<file path="src/rtl/vga_timing_generator.sv">
// vga_timing_generator: pixel-tick divider, column/row sweep, registered enable/hsync/vsync/tick/line/frame strobes, vblank update-grant FSM
module vga_timing_generator #(
  parameter int CLOCK_DIVIDER = 2,
  parameter int H_VISIBLE     = 640,
  parameter int H_FRONT       = 16,
  parameter int H_SYNC        = 96,
  parameter int H_BACK        = 48,
  parameter int V_VISIBLE     = 480,
  parameter int V_FRONT       = 10,
  parameter int V_SYNC        = 2,
  parameter int V_BACK        = 33
) (
  input  logic        clock,
  input  logic        reset,
  input  logic        update_req,
  output logic [15:0] column,
  output logic [15:0] row,
  output logic        enable,
  output logic        hsync,
  output logic        vsync,
  output logic        pixel_tick,
  output logic        line_start,
  output logic        frame_start,
  output logic        update_grant
);
  localparam int DW = $clog2(CLOCK_DIVIDER);
  localparam logic [DW-1:0] DIV_LAST = DW'(CLOCK_DIVIDER - 1);
  localparam logic [15:0] H_LAST = 16'(H_VISIBLE + H_FRONT + H_SYNC + H_BACK - 1);
  localparam logic [15:0] V_LAST = 16'(V_VISIBLE + V_FRONT + V_SYNC + V_BACK - 1);
  localparam logic [15:0] H_VIS = 16'(H_VISIBLE);
  localparam logic [15:0] V_VIS = 16'(V_VISIBLE);
  localparam logic [15:0] HS_BEG = 16'(H_VISIBLE + H_FRONT);
  localparam logic [15:0] HS_END = 16'(H_VISIBLE + H_FRONT + H_SYNC);
  localparam logic [15:0] VS_BEG = 16'(V_VISIBLE + V_FRONT);
  localparam logic [15:0] VS_END = 16'(V_VISIBLE + V_FRONT + V_SYNC);
  typedef enum logic {IDLE, GRANTED} state_t;
  state_t state, state_n;
  logic [DW-1:0] div;
  logic adv, h_wrap, v_wrap;
  logic [15:0] column_n, row_n;
  always_comb begin
    adv = div == DIV_LAST;
    h_wrap = adv && column == H_LAST;
    v_wrap = h_wrap && row == V_LAST;
    column_n = !adv ? column : h_wrap ? 16'd0 : column + 16'd1;
    row_n = !h_wrap ? row : v_wrap ? 16'd0 : row + 16'd1;
    state_n = state == IDLE
      ? ((update_req && row_n >= V_VIS && row_n != V_LAST) ? GRANTED : IDLE)
      : ((!update_req || row_n == V_LAST) ? IDLE : GRANTED);
  end
  always_ff @(posedge clock) begin
    if (reset) begin
      div <= '0;
      column <= '0;
      row <= '0;
      enable <= 1'b0;
      hsync <= 1'b1;
      vsync <= 1'b1;
      pixel_tick <= 1'b0;
      line_start <= 1'b0;
      frame_start <= 1'b0;
      state <= IDLE;
      update_grant <= 1'b0;
    end else begin
      div <= adv ? '0 : div + 1'b1;
      column <= column_n;
      row <= row_n;
      enable <= column_n < H_VIS && row_n < V_VIS;
      hsync <= !(column_n >= HS_BEG && column_n < HS_END);
      vsync <= !(row_n >= VS_BEG && row_n < VS_END);
      pixel_tick <= adv;
      line_start <= h_wrap;
      frame_start <= v_wrap;
      state <= state_n;
      update_grant <= state_n == GRANTED;
    end
  end
endmodule

</file>
<file path="config.mk">
export PLATFORM = sky130hd
export DESIGN_NAME = vga_timing_generator
export DESIGN_NICKNAME = d
export VERILOG_FILES = /design/src/rtl/vga_timing_generator.sv
export SDC_FILE = /design/constraint.sdc
export NUM_CORES = 1
export LEC_CHECK = 0
export ABC_AREA = 1
export BUFFER_PORTS_ARGS = -buffer_cell sky130_fd_sc_hd__buf_2
export CAP_MARGIN = 20
export CORE_UTILIZATION = 50
export CTS_CLUSTER_DIAMETER = 150
export DETAILED_ROUTE_END_ITERATION = 10
export HOLD_SLACK_MARGIN = 0.12
export PLACE_DENSITY_LB_ADDON = 0.3
export SETUP_SLACK_MARGIN = 0.2
export SYNTH_ARGS = -nofsm -noshare
export SYNTH_HDL_FRONTEND = slang
export SYNTH_SLANG_ARGS = --single-unit
</file>
<file path="constraint.sdc">
create_clock -name clock -period 2.33 [get_ports clock]
set_input_delay 0.1165 -clock clock [delete_from_list [all_inputs] [get_ports clock]]
set_output_delay 0.1165 -clock clock [all_outputs]
set_load 0.05 [all_outputs]
</file>
# After elaboration in Yosys (flattened, before gate mapping)
# Cells that the tools add are included.
[word_totals]
ff_bits = 40
in_bits = 3
output_inout_bits = 39
word_cells = 43
[classes]
addsub = 3
n_lt_le_gt_ge = 7
eq_ne = 4
mux = 7
n_reduce_logical = 12
[ops]
columns = ["op", "n"]
rows = [
  ["$mux W16", 4],
  ["$eq A16 B10 Y1 const B", 3],
  ["$add A16 B1 Y16 const B", 2],
  ["$ge A16 B9 Y1 const B", 2],
  ["$lt A16 B10 Y1 const B", 2],
  ["$lt A16 B9 Y1 const B", 2],
  ["$ge A16 B10 Y1 const B", 1],
  ["$ne A16 B10 Y1 const B", 1],
  ["$logic_and A1 B1 Y1", 7],
  ["$logic_not A1 Y1", 3],
  ["$mux W1", 3],
  ["$reduce_or A2 Y1", 1],
  ["$add A1 B1 Y1 const B", 1],
  ["$logic_or A1 B1 Y1", 1],
]

# Longest topological paths before layout
[depth]
word_depth = 10
ltp_mapped = 15
depth_no_buf = 14

# Least setup slack after synthesis
# No wires, ideal clock.
[synth_path]
path_kind = "reg2reg"
from = "reg column[0]"
to = "reg enable"
arrival_time_ns = 2.141
required_time_ns = 2.266
slack_ns = 0.125
path_stages_with_launch = 14
n_path_buf = 0
cell_sequence = "dfxtp_1 > ha_1 > nand2_1 > nor2_2 > nand3_1 > nor2_2 > nand2_2 > nor2_1 > nand2_1 > xor2_1 > nand2_2 > nor2_4 > nand3_1 > nor2_1"
[synth_via]
elab_chain_cells = 7
word_cells_on_any_way = 11
classes_between = "add/sub: 1; order compare: 2; eq/ne: 1; mux: 4; reduce/logical: 3"
[synth_rtl]
columns = ["item", "line_no", "source"]
rows = [
  ["start: declaration", "16", "output logic [15:0] column,"],
  ["start signal: assignment", "66", "column <= column_n;"],
  ["branches (longest 6 deep; another with $add A16 B1 Y16)", "--", ""],
  ["$logic_and A1 B1 Y1 *", "68", "enable <= column_n < H_VIS && row_n < V_VIS;"],
  ["end signal: assignment", "68", ""],
  ["end: declaration", "18", "output logic enable,"],
]
# Every way passes the cells marked *.
# A chain may end at the register's enable or synchronous reset.

# Final worst setup path
# Ends and elaborated chain as after synthesis.

==> flow_summary_export.csv <==
group,metric,value,unit
run_status,status,"complete, no violations",
setup_path,r2r-start,"column[0]",
sta,relSlewSlack,0.542,
setup_path,r2r_end,"enable",
yosys,synth-seq-area-share,0.309,
yosys,synth_edf_count,0,
place,portBuffers,41,
yosys,synthSimpleGateAreaFrac,0.511,
place,pre_cts_slack,184,ps
die,chipWidth,73.9,microns
power_and_ir_drop,power_switching,305,uW
power_and_ir_drop,clkPwrFrac,0.514,
yosys,yosys_warnings,0,
clock_network,h-tree-depth,2,
grt,grt-ovfl-total,0,
die,die_area,0.00547,sq mm
yosys,synthArstFlopShare,0,
sta,finalSetupTns,0,ps
clock_network,cts_tree,"yes",
yosys,syn_inst,413,
setup_path,r2r_slack,270,ps
power_and_ir_drop,p_sw_frac,0.197,
yosys,syn-num-nets,419,
run,drv_cap,0,
yosys,synth_top_family_by_area,"simple AND/OR/NAND/NOR gates",
yosys,synth_xor_area_frac,0.0338,
sta,slew_violations,0,
power_and_ir_drop,p_comb_frac,0.034,
yosys,yosysUniqueCellTypes,31,
drt,vias,2809,
sta,fin_ws,270,ps
yosys,synth_compound_area_frac,0.0406,
sta,rsz0062_at_grt,"yes",
sta,worstMarginPinSlew,687,ps
final_layout,nets,473,
drt,wl_per_cell,13.2,microns
power_and_ir_drop,power_density,493,mW/mm^2
setup_path,worstPathArrival,2290,ps
setup_path,cp.required,2560,ps
yosys,avgSynthCellArea,6.27,sq um
power_and_ir_drop,leakage,1.50,nW
clock_network,cts_inserted_buffers,5,
power_and_ir_drop,p_int,1.24,mW
sta,finalClockSkew,7.76,ps
drt,drcViolationCount,0,
hold_path,hold_start,"reset",
hold_path,min-delay-path-class,"primary input to flip-flop",
die,ios,42,
clock_network,worst_skew_pair.late_latency,300,ps
grt,antenna_found_initial,0,
place,placed_cells,519,
place,hpwl,5300,microns
grt,grt.total_usage,0.271,
setup_path,worstRegToRegCells,13,
yosys,synth_fa_ha_area_frac,0.0145,
final_layout,antenna_cells,0,
setup_path,start_kind,"flip-flop",
clock_network,cts_root_buf,"clkbuf_8",
yosys,yosys.area.top_type,"dfxtp_1",
drt,drt-initial-drc-count,235,
final_layout,instances_no_fill,535,
setup_path,end_kind,"flip-flop",
drt,viasPerCell,5.25,
hold_path,holdPathEnd,"frame_start",
yosys,yosys-top-cells-count,"nand2_1 (106), nor2_1 (79), inv_1 (42)",
sta,clock.fmax,0.485,GHz
die,coreArea,0.00485,sq mm
sta,final-hold-violation-count,0,
final_layout,drive_above_1_share,0.256,
yosys,syn_area,0.00259,sq mm
yosys,synth_top_area_frac,0.309,
drt,antenna_left,0,
clock_network,cts.clk_slew.worst_paths,80,ps
yosys,synth_ff_type,"dfxtp_1",
power_and_ir_drop,seqPwrFrac,0.452,
final_layout,area_growth_syn_to_layout,20.9,%
final_layout,fill_cells,448,
setup_path,critPathKind,"flip-flop to flip-flop",
yosys,yosys_register_bits,40,
grt,grt_pass1_wl,11400,microns
grt,grt_start_max_net_pins,36,
sta,setup_viol,0,
yosys,synth.area.mux_share,0,
sta,whs,347,ps
setup_path,cp_max_fo,5,
final_layout,regArea,806,sq um
die,die_h,73.9,microns
final_layout,multi_input_area,0.00159,sq mm
clock_network,cts_sinks,40,
sta,min_period_over_period,0.884,
yosys,yosysMostFrequentCell,"nand2_1",
hold_path,min_path_cells,2,
power_and_ir_drop,vdd_drop_max,0.314,mV
grt,grt_pass1_vias,2500,
die,initial_core_util,0.534,
sta,min_period,2060,ps
yosys,ys_top_cells_by_area,"dfxtp_1 (31%), nand2_1 (15%), nor2_1 (11%)",
drt,firstDrtPassIters,5,
drt,wl,7060,microns
clock_network,cts_buffer_depth,2,
place,gp_congestion,0.919,
die,row_count,25,
## critical path: stages, from the launching register on
cell and delay (ps):
dfxtp_2 360, ha_2 220, nand2_1 120, nor2_2 150, nand3_1 90, nor2_2 130
nand2_2 100, nor2_2 90, nand2_1 100, xor2_2 180, nand2_2 90, nor2_4 180
nand3_1 100, nor2_1 100
## worst max path at each step
stage / start / end / slack (ps) / depth (start not counted)
floorplan: row[1] / enable / 220 / 10
global placement: column[0] / vsync / 220 / 12
detailed placement: column[0] / vsync / 180 / 12
global route: column[0] / enable / 140 / 11
CTS: column[0] / enable / 210 / 13
finish: column[0] / enable / 270 / 13
## layer usage
metal  part of all wire  GRT usage  vias to the layer above
li1                   -          -                     1407
met1               0.44      0.353                     1241
met2               0.46      0.446                      147
met3              0.081     0.0556                       14
met4              0.020     0.0919                        0
met5                  0          0                        -
## flip-flops by register name (all words and copies together), names as in the netlist
register / flops
state: 1
column: 16
pixel_tick: 1
adv: 1
enable: 1
hsync: 1
line_start: 1
row: 16
vsync: 1
frame_start: 1
## timing repair
| item | in CTS | in global routing |
|---|---|---|
| cloned | 0 | 0 |
| buffers inserted | 0 | 7 |
| hold buffers | 1 | 0 |
| resized for setup | 2 | 9 |
| pin swaps | 1 | 3 |
| hold endpoints to repair | 1 | 0 |
| endpoints found under the setup margin | 3 | 4 |
## power by group through the flow
stage | logic (mW) | clock network [mW] | registers, mW
global route | 0.0553 | 0.828 | 0.698
global placement | 0.0495 | 0 | 0.712
finish | 0.0520 | 0.793 | 0.697
detailed placement | 0.0498 | 0 | 0.712
CTS | 0.0512 | 0.800 | 0.696
floorplan | 0.0247 | 0 | 0.726
## cell usage in the layout (no fill, tap or decap), types with 2 or more instances in the layout
master | netlist | final
nand2_1 | 106 | 106
nor2_2 | 13 | 14
o21ai_0 | 7 | 7
nor2_4 | 2 | 3
nand2_2 | 14 | 14
dfxtp_2 | 0 | 4
ha_1 | 3 | 2
buf_4 | 0 | 12
o21ai_1 | 4 | 3
nand3_1 | 37 | 37
nand3_2 | 3 | 2
nor2_1 | 79 | 77
buf_2 | 0 | 41
dfxtp_1 | 40 | 36
nor3_2 | 4 | 5
a21oi_1 | 3 | 3
clkbuf_8 | 0 | 5
bufinv_16 | 0 | 3
xor2_1 | 10 | 9
inv_1 | 42 | 41
inv_2 | 6 | 7
nand4_1 | 10 | 10
o21ai_2 | 1 | 2
nor3_1 | 11 | 10
nor3b_1 | 2 | 2
## logic make-up (layout without fill, tap and decap cells)
| logic type | Yosys count | after routing |
|---|---|---|
| adders and majority gates | 3 | 3 |
| AOI/OAI and AO/OA | 18 | 18 |
| xor gates and xnor gates | 10 | 10 |
| and+or+nand+nor | 286 | 286 |
| buffers and inverters | 56 | 111 |
| DFF | 40 | 40 |
## through the flow
stage | total power, mW | util | area [sq um]
floorplan | 0.750 | - | 2590
global placement | 0.761 | 0.591 | 2870
detailed placement | 0.762 | 0.591 | 2870
CTS | 1.55 | 0.628 | 3050
global route | 1.58 | 0.645 | 3130
finish | 1.54 | 0.645 | 3130
## cell type report
class | instances | share of cell area
flip-flops and latches | 40 | 0.258
inverters | 49 | 0.0596
well taps | 67 | 0.0268
repair buffers | 54 | 0.0976
multi-input cells | 317 | 0.508
clock buffers | 5 | 0.0220
clock inverters | 3 | 0.0288
(Power assumes the default switching activity.)
